**src/rtl/pipe_pkg.sv**
```systemverilog
// ----------------------------------------------------------------------------
// pipe_pkg
//   Shared types and constants for the in-order IF/ID/EX/MA/WB core.
//   - sb_entry_t : one in-flight register write tracked by the hazard
//                  scoreboard {valid, rdst, is_load}. rdst is sized for the
//                  largest register file the core family uses (RW_MAX bits);
//                  narrower register numbers are zero-extended into it.
//   - FWD_RF     : forwarding select meaning "use the ID/EX register value".
//   - OP_*       : primary opcode values shared by decode and the benches.
//   Configuration macro read by users of this package: PIPE_HAZARD_FWD_EN.
// ----------------------------------------------------------------------------
package pipe_pkg;

    localparam int RW_MAX = 8;

    typedef struct packed {
        logic              valid;
        logic [RW_MAX-1:0] rdst;
        logic              is_load;
    } sb_entry_t;

    localparam int FWD_RF = 0;

    localparam logic [5:0] OP_RTYPE = 6'h00;
    localparam logic [5:0] OP_ADDI  = 6'h08;
    localparam logic [5:0] OP_LW    = 6'h23;
    localparam logic [5:0] OP_SW    = 6'h2b;
    localparam logic [5:0] OP_BEQ   = 6'h04;
    localparam logic [5:0] OP_BNE   = 6'h05;
    localparam logic [5:0] OP_J     = 6'h02;

endpackage

```
**src/rtl/pipe_hazard_scoreboard_if.sv**
```systemverilog
// ----------------------------------------------------------------------------
// pipe_hazard_scoreboard_if
//   Bundle between the ID stage / branch unit and the hazard scoreboard.
//   master : ID stage side; drives the decoded instruction and flush, reads
//            stall/issue/forwarding selects and the stall counter.
//   slave  : the scoreboard.
//   Signals
//     id_valid, id_rs, id_rt, id_rs_use, id_rt_use, id_rdst, id_we,
//     id_is_load, flush                     master -> slave
//     stall, issue, ex_fwd_rs, ex_fwd_rt,
//     stall_cnt                             slave  -> master
// ----------------------------------------------------------------------------
interface pipe_hazard_scoreboard_if #(
    parameter int NREG  = 32,
    parameter int DEPTH = 3,
    parameter int CNTW  = 32
);
    localparam int RW  = $clog2(NREG);
    localparam int FSW = $clog2(DEPTH + 1);

    logic            id_valid;
    logic [RW-1:0]   id_rs;
    logic [RW-1:0]   id_rt;
    logic            id_rs_use;
    logic            id_rt_use;
    logic [RW-1:0]   id_rdst;
    logic            id_we;
    logic            id_is_load;
    logic            flush;
    logic            stall;
    logic            issue;
    logic [FSW-1:0]  ex_fwd_rs;
    logic [FSW-1:0]  ex_fwd_rt;
    logic [CNTW-1:0] stall_cnt;

    modport master (
        output id_valid, id_rs, id_rt, id_rs_use, id_rt_use,
               id_rdst, id_we, id_is_load, flush,
        input  stall, issue, ex_fwd_rs, ex_fwd_rt, stall_cnt
    );

    modport slave (
        input  id_valid, id_rs, id_rt, id_rs_use, id_rt_use,
               id_rdst, id_we, id_is_load, flush,
        output stall, issue, ex_fwd_rs, ex_fwd_rt, stall_cnt
    );

endinterface

```
**src/rtl/sb_src_match.sv**
```systemverilog
// ----------------------------------------------------------------------------
// sb_src_match
//   Looks up one ID-stage source register in the scoreboard and reports the
//   youngest in-flight producer of it.
//   Ports
//     ents     in   scoreboard entries, index 0 = EX ... DEPTH-1 = WB
//     src_reg  in   source register number
//     src_use  in   the instruction actually reads src_reg
//     hit      out  a producer exists in EX..(WB-1)
//     stage    out  entry index of the youngest producer (valid when hit)
//     is_load  out  that producer's value comes from data memory
//   The WB entry is never searched: the register file writes on the falling
//   edge, so ID already reads the value being written back.
// ----------------------------------------------------------------------------
module sb_src_match
    import pipe_pkg::*;
#(
    parameter int DEPTH = 3,
    parameter int RW    = 5,
    parameter int SW    = 2
) (
    input  sb_entry_t        ents [DEPTH],
    input  logic [RW-1:0]    src_reg,
    input  logic             src_use,
    output logic             hit,
    output logic [SW-1:0]    stage,
    output logic             is_load
);

    always_comb begin
        hit     = 1'b0;
        stage   = '0;
        is_load = 1'b0;
        if (src_use && (src_reg != '0)) begin
            // Oldest first so that a younger match overrides an older one.
            for (int k = DEPTH - 2; k >= 0; k--) begin
                if (ents[k].valid && (ents[k].rdst == RW_MAX'(src_reg))) begin
                    hit     = 1'b1;
                    stage   = SW'(k);
                    is_load = ents[k].is_load;
                end
            end
        end
    end

endmodule

```
**src/rtl/pipe_hazard_scoreboard.sv**
```systemverilog
// ----------------------------------------------------------------------------
// pipe_hazard_scoreboard
//   Hazard / forwarding unit for the in-order pipelined core. Tracks in-flight
//   register writes from EX to WB and produces the ID-stage stall, the issue
//   qualifier and registered EX-stage forwarding selects, replacing NOP
//   padding in the instruction stream.
//   Configuration macro: PIPE_HAZARD_FWD_EN
//     defined   : ALU results forwarded with no stall; a load stalls only
//                 while its data is not yet in a forwardable register
//                 (stage index + 1 < LD_FWD).
//     undefined : no forwarding; ID stalls until every producer it depends
//                 on has reached WB.
//   Ports
//     CLK    in  clock, rising edge
//     RST_X  in  asynchronous active-low reset
//     sb_if  slave modport of pipe_hazard_scoreboard_if (ID inputs, flush,
//            stall, issue, ex_fwd_rs/rt, stall_cnt)
// ----------------------------------------------------------------------------
module pipe_hazard_scoreboard
    import pipe_pkg::*;
#(
    parameter int NREG   = 32,
    parameter int DEPTH  = 3,
    parameter int LD_FWD = 2,
    parameter int CNTW   = 32
) (
    input  logic                    CLK,
    input  logic                    RST_X,
    pipe_hazard_scoreboard_if.slave sb_if
);

    localparam int RW  = $clog2(NREG);
    localparam int FSW = $clog2(DEPTH + 1);

    sb_entry_t       sb_p [DEPTH];
    logic            hit_rs, hit_rt;
    logic [FSW-1:0]  stg_rs, stg_rt;
    logic            ld_rs, ld_rt;
    logic            hz_rs, hz_rt;
    logic [FSW-1:0]  fwd_rs_c, fwd_rt_c;
    logic            stall_c, issue_c;
    logic [FSW-1:0]  fwd_rs_p1, fwd_rt_p1;
    logic [CNTW-1:0] stall_cnt_p1;

    function automatic logic [CNTW-1:0] sat_inc(input logic [CNTW-1:0] v);
        return (&v) ? v : v + 1'b1;
    endfunction

    sb_src_match #(.DEPTH(DEPTH), .RW(RW), .SW(FSW)) u_match_rs (
        .ents    (sb_p),
        .src_reg (sb_if.id_rs),
        .src_use (sb_if.id_rs_use),
        .hit     (hit_rs),
        .stage   (stg_rs),
        .is_load (ld_rs)
    );

    sb_src_match #(.DEPTH(DEPTH), .RW(RW), .SW(FSW)) u_match_rt (
        .ents    (sb_p),
        .src_reg (sb_if.id_rt),
        .src_use (sb_if.id_rt_use),
        .hit     (hit_rt),
        .stage   (stg_rt),
        .is_load (ld_rt)
    );

`ifdef PIPE_HAZARD_FWD_EN
    // A load still short of the first register that holds its data must wait;
    // anything else found in flight is taken from pipeline register k+1.
    always_comb begin
        hz_rs    = hit_rs && ld_rs && ((int'(stg_rs) + 1) < LD_FWD);
        hz_rt    = hit_rt && ld_rt && ((int'(stg_rt) + 1) < LD_FWD);
        fwd_rs_c = (hit_rs && !hz_rs) ? stg_rs + 1'b1 : FSW'(FWD_RF);
        fwd_rt_c = (hit_rt && !hz_rt) ? stg_rt + 1'b1 : FSW'(FWD_RF);
    end
`else
    logic unused_cfg;
    assign unused_cfg = ld_rs ^ ld_rt ^ (LD_FWD != 0) ^ (|stg_rs) ^ (|stg_rt);
    always_comb begin
        hz_rs    = hit_rs;
        hz_rt    = hit_rt;
        fwd_rs_c = FSW'(FWD_RF);
        fwd_rt_c = FSW'(FWD_RF);
    end
`endif

    // A resolved branch kills the ID instruction, so nothing is worth waiting
    // for; reset also forces issue low while RST_X is held.
    assign stall_c = (hz_rs || hz_rt) && !sb_if.flush;
    assign issue_c = RST_X && sb_if.id_valid && !stall_c && !sb_if.flush;

    // ---- ID -> EX boundary: scoreboard shift and EX forwarding selects ----
    always_ff @(posedge CLK or negedge RST_X) begin
        if (!RST_X) begin
            for (int k = 0; k < DEPTH; k++) sb_p[k] <= '0;
            fwd_rs_p1    <= '0;
            fwd_rt_p1    <= '0;
            stall_cnt_p1 <= '0;
        end else begin
            sb_p[0] <= '{valid:   issue_c && sb_if.id_we && (sb_if.id_rdst != '0),
                         rdst:    RW_MAX'(sb_if.id_rdst),
                         is_load: sb_if.id_is_load};
            for (int k = 1; k < DEPTH; k++) sb_p[k] <= sb_p[k-1];
            fwd_rs_p1 <= issue_c ? fwd_rs_c : '0;
            fwd_rt_p1 <= issue_c ? fwd_rt_c : '0;
            if (stall_c) stall_cnt_p1 <= sat_inc(stall_cnt_p1);
        end
    end

    assign sb_if.stall     = stall_c;
    assign sb_if.issue     = issue_c;
    assign sb_if.ex_fwd_rs = fwd_rs_p1;
    assign sb_if.ex_fwd_rt = fwd_rt_p1;
    assign sb_if.stall_cnt = stall_cnt_p1;

endmodule
```
**src/flat_wrapper.sv**
```systemverilog
// flat-port wrapper written by rule: the top's interface ports become plain ports
module pipe_hazard_scoreboard_flat import pipe_pkg::*;
#(
    parameter int NREG   = 32,
    parameter int DEPTH  = 3,
    parameter int LD_FWD = 2,
    parameter int CNTW   = 32
)
  (CLK, RST_X, sb_if_id_valid, sb_if_id_rs, sb_if_id_rt, sb_if_id_rs_use, sb_if_id_rt_use, sb_if_id_rdst, sb_if_id_we, sb_if_id_is_load, sb_if_flush, sb_if_stall, sb_if_issue, sb_if_ex_fwd_rs, sb_if_ex_fwd_rt, sb_if_stall_cnt);
  pipe_hazard_scoreboard_if #(.NREG(NREG), .DEPTH(DEPTH), .CNTW(CNTW)) sb_if_i ();
  input  logic CLK;
  input  logic RST_X;
  input wire logic [$bits(sb_if_i.id_valid)-1:0] sb_if_id_valid;
  input wire logic [$bits(sb_if_i.id_rs)-1:0] sb_if_id_rs;
  input wire logic [$bits(sb_if_i.id_rt)-1:0] sb_if_id_rt;
  input wire logic [$bits(sb_if_i.id_rs_use)-1:0] sb_if_id_rs_use;
  input wire logic [$bits(sb_if_i.id_rt_use)-1:0] sb_if_id_rt_use;
  input wire logic [$bits(sb_if_i.id_rdst)-1:0] sb_if_id_rdst;
  input wire logic [$bits(sb_if_i.id_we)-1:0] sb_if_id_we;
  input wire logic [$bits(sb_if_i.id_is_load)-1:0] sb_if_id_is_load;
  input wire logic [$bits(sb_if_i.flush)-1:0] sb_if_flush;
  output wire logic [$bits(sb_if_i.stall)-1:0] sb_if_stall;
  output wire logic [$bits(sb_if_i.issue)-1:0] sb_if_issue;
  output wire logic [$bits(sb_if_i.ex_fwd_rs)-1:0] sb_if_ex_fwd_rs;
  output wire logic [$bits(sb_if_i.ex_fwd_rt)-1:0] sb_if_ex_fwd_rt;
  output wire logic [$bits(sb_if_i.stall_cnt)-1:0] sb_if_stall_cnt;
  assign sb_if_i.id_valid = sb_if_id_valid;
  assign sb_if_i.id_rs = sb_if_id_rs;
  assign sb_if_i.id_rt = sb_if_id_rt;
  assign sb_if_i.id_rs_use = sb_if_id_rs_use;
  assign sb_if_i.id_rt_use = sb_if_id_rt_use;
  assign sb_if_i.id_rdst = sb_if_id_rdst;
  assign sb_if_i.id_we = sb_if_id_we;
  assign sb_if_i.id_is_load = sb_if_id_is_load;
  assign sb_if_i.flush = sb_if_flush;
  assign sb_if_stall = sb_if_i.stall;
  assign sb_if_issue = sb_if_i.issue;
  assign sb_if_ex_fwd_rs = sb_if_i.ex_fwd_rs;
  assign sb_if_ex_fwd_rt = sb_if_i.ex_fwd_rt;
  assign sb_if_stall_cnt = sb_if_i.stall_cnt;
  pipe_hazard_scoreboard #(.NREG(NREG), .DEPTH(DEPTH), .LD_FWD(LD_FWD), .CNTW(CNTW)) u_core (.CLK(CLK), .RST_X(RST_X), .sb_if(sb_if_i));
endmodule
```
**config.mk**
```make
export PLATFORM = sky130hd
export DESIGN_NAME = pipe_hazard_scoreboard_flat
export DESIGN_NICKNAME = d
export VERILOG_FILES = /design/src/rtl/pipe_pkg.sv /design/src/rtl/pipe_hazard_scoreboard_if.sv /design/src/rtl/sb_src_match.sv /design/src/rtl/pipe_hazard_scoreboard.sv /design/src/flat_wrapper.sv
export SDC_FILE = /design/constraint.sdc
export NUM_CORES = 1
export LEC_CHECK = 0
export CORE_MARGIN = 2
export CORE_UTILIZATION = 48
export CTS_BUF_LIST = sky130_fd_sc_hd__clkbuf_8 sky130_fd_sc_hd__clkbuf_16
export DETAILED_ROUTE_END_ITERATION = 16
export PLACE_DENSITY = 0.76
export SLEW_MARGIN = 10
export SYNTH_ARGS = -nofsm -noshare
export SYNTH_HDL_FRONTEND = slang
export SYNTH_SLANG_ARGS = --single-unit
```
**constraint.sdc**
```tcl
create_clock -name CLK -period 2.7 [get_ports CLK]
set_clock_uncertainty 0.15 [all_clocks]
set_input_delay 0.27 -clock CLK [delete_from_list [all_inputs] [get_ports CLK]]
set_output_delay 0.27 -clock CLK [all_outputs]
set_load 0.01 [all_outputs]
```
==> flow_metrics.py <==
metrics = {
    "outcome": {
        "status": "complete, no violations",
    },
    "power": {
        "peakVddDrop_v": 0.000310,
        "powerDensity_nw_per_um2": 392,
        "clkPwrFrac_pct": 32.8,
        "power.internal_uw": 898,
        "switchingPower_uw": 271,
        "p_sw_share_pct": 23.2,
        "seqPwrFrac_pct": 58.4,
        "leakagePower_uw": 0.00127,
        "comb_power_share_pct": 8.8,
    },
    "synthesis": {
        "ys_warn_count": 0,
        "yosys.area_share.simple_pct": 22.9,
        "synthMuxAreaShare_pct": 1.51,
        "synth_seq_area_share_pct": 49.2,
        "syn_area_um2": 2240,
        "synthAdderAreaFrac_pct": 0.559,
        "synth_top_family_by_area": "simple AND/OR/NAND/NOR gates",
        "yosys_register_bits": 44,
        "avgSynthCellArea_um2": 10.8,
        "postSynthCellCount": 207,
        "synthDistinctLibCells": 30,
        "synth_compound_area_share_pct": 3.19,
        "synthXorXnorAreaFrac_pct": 19.2,
    },
    "clocking": {
        "clock_path_buffers": 2,
        "path_clk_slew_ns": 0.07,
        "htreeDepth": 2,
        "clock_latency_ns": 0.30,
        "clock_tree.root_cell": "clkbuf_8",
        "post_cts_buffers": 0,
        "cts_tree": "built",
        "cts_buffers": 5,
        "clock-sinks": 44,
    },
    "setup_path": {
        "required_ns": 2.28,
        "cpMaxStageDelayCell": "clkdlybuf4s50_1",
        "path_depth": 6,
        "cp-end-kind": "output port",
        "path_class": "in -> out",
        "startpoint_type": "primary input",
        "cp_cell_sequence": "clkdlybuf4s50_1, xor2_1, nor4_1, a32oi_1, o32ai_4, dlygate4sd2_1",
        "r2r_cells": 7,
        "cp_max_fo": 3,
        "r2r-start": "u_core.sb_p[22]",
        "r2r_slack_ns": 0.21,
        "path_buf_inv": 2,
        "crit_family": "buffers and inverters",
        "reg2reg_to": "u_core.sb_if.stall_cnt[1]",
        "slowest_delay_ns": 0.48,
        "crit_arrival_ns": 2.14,
    },
    "placed_design": {
        "place_congestion": 0.868,
        "dp.cells": 321,
        "io_buffer_count": 55,
        "place.detailed.hpwl_mm": 3.65,
    },
    "detailed_routing": {
        "routedWlPerCell_um": 15.2,
        "drt_iter0_drc": 71,
        "wirelength_mm": 4.99,
        "via_per_inst": 5.47,
        "drt-pass1-iter-count": 4,
        "ant_nets": 0,
        "drc_errors": 0,
        "vias": 1801,
    },
    "grt": {
        "gr-usage-all-layers_pct": 20.6,
        "busiest_layer": "met2",
        "grt_max_degree": 45,
        "use_met1_pct": 29.1,
        "use_met3_pct": 3.75,
        "antenna_found_initial": 0,
        "grt_pass1_vias": 1672,
        "use_met2_pct": 30.7,
        "grt_pass1_wl_mm": 8.22,
        "overflow": 0,
    },
    "timing": {
        "timing.final.crit_period_ns": 2.56,
        "slew_violations": 0,
        "fmax_mhz": 391,
        "slew-limit-headroom_pct": 63.4,
        "worstMarginPinSlew_ns": 0.549,
        "tns_ns": 0,
        "setup_viol": 0,
        "grt_setup_unrepaired": "no",
        "hold_viol": 0,
        "fin_crit_sh_pct": 94.8,
    },
    "final_layout": {
        "fin_nets": 301,
        "fin_cells": 329,
        "layout_common_cells": "clkdlybuf4s50_1 (52), dfrtp_1 (44), xnor2_1 (33), nand3_1 (22), nand4_1 (18)",
        "drive_gt1_share_pct": 8.66,
        "final_common_cell": "clkdlybuf4s50_1",
        "antenna_cells": 0,
        "area_growth_syn_to_layout_pct": 33.3,
    },
    "floorplan": {
        "dieArea_um2": 5220,
        "start_util_pct": 50.7,
        "die_height_um": 72.3,
        "fp.dieW_um": 72.3,
        "ios": 61,
        "rows": 24,
        "core_area_um2": 4410,
    },
    "job": {
        "maxCapViolations": 0,
    },
    "hold_path": {
        "hold_depth": 0,
        "hp-class": "reg -> reg",
        "hp-start": "u_core.sb_p[29]",
        "min_to": "u_core.sb_p[19]",
    },
}
[synthesized netlist by cell type, drive strengths merged]
library cell,instances,area [µm²]
dfrtp,44,1100
xnor2,33,289
nand3,22,110
nand4,18,113
xor2,16,140
and3,11,68.8
buf,10,66.3
nand2,9,33.8
nor2,8,30.0
and2,6,37.5
nor4,5,46.3
mux2,3,33.8
nor3,3,15.0
a32oi,2,17.5
and4,2,17.5
inv,2,7.51
nand2b,2,12.5
o21ai,2,10.0
or4,2,15.0
conb,1,3.75
ha,1,12.5
o22ai,1,6.26
o311a,1,10.0
o32ai,1,27.5
or2,1,6.26
or3,1,6.26
[per-stage QoR]
step / hold WS (ns) / power, µW / cell area, µm² / utilization [%] / setup WS, ns
after detailed placement: 0.270 / 798 / 2900 / 65.6 / -0.117
after CTS: 0.285 / 1180 / 2980 / 67.6 / 0.162
final: 0.279 / 1170 / 2980 / 67.6 / 0.140
after global routing: 0.282 / 1220 / 2980 / 67.6 / 0.0583
after floorplan: -0.176 / 730 / 2250 / - / 0.445
after global placement: 0.279 / 797 / 2900 / 65.6 / -0.115
[flip-flops by register name, summed over array words and instances (netlist names)]
| signal | flops |
|---|---|
| u_core.sb_p | 12 |
| u_core.sb_if.stall_cnt | 32 |
[routing by layer]
layer,wire length (µm),vias to the layer above
li1,-,866
met1,2320,869
met2,2290,57
met3,266,9
met4,110,0
met5,0,-
[worst reg2reg max path, stage by stage (launching register included)]
cell and delay [ns]:
dfrtp_1 0.44, xor2_1 0.16, nor4_1 0.34, a32oi_1 0.24, o32ai_4 0.33, buf_4 0.27
nand2_1 0.14, mux2_1 0.33
[cell families after synthesis]
kind of cell | count (synthesis)
muxes | 3
DFF | 44
other | 1
adders and majority gates | 1
AOI/OAI and AO/OA | 7
xor gates and xnor gates | 49
buffers and inverters | 12
and+or+nand+nor | 90
[how the worst max path moves through the flow]
stage	end	startpoint
CTS	sb_if_issue	sb_if_id_rs[0]
finish	sb_if_stall	sb_if_id_rs[1]
detailed placement	u_core.sb_if.stall_cnt[1]	sb_if_id_rs[1]
global placement	sb_if_issue	sb_if_id_rs[0]
global route	sb_if_issue	sb_if_id_rs[0]
floorplan	u_core.sb_if.stall_cnt[1]	u_core.sb_if.stall_cnt[0]
[layout make-up]
| class | instances | area, µm² |
|---|---|---|
| well taps | 52 | 65.1 |
| multi-input cells | 154 | 1070 |
| clock buffers | 5 | 68.8 |
| clock inverters | 2 | 8.76 |
| repair buffers | 70 | 658 |
| fillers | 356 | 1430 |
| inverters | 2 | 7.51 |
| flip-flops and latches | 44 | 1100 |
[timing repair]
item,in CTS,in global routing
setup endpoints to repair,2,0
hold buffers,1,0
gates resized for setup,3,0
endpoints found under the hold margin,44,0
[power groups by stage]
stage | Sequential, µW | Clock, µW | Combinational, µW
after floorplan | 693 | 0 | 37.2
after global placement | 695 | 0 | 102
after detailed placement | 696 | 0 | 103
after CTS | 682 | 397 | 104
after global routing | 684 | 427 | 114
final | 682 | 383 | 103
No activity file was read; power rests on OpenSTA's default activity.
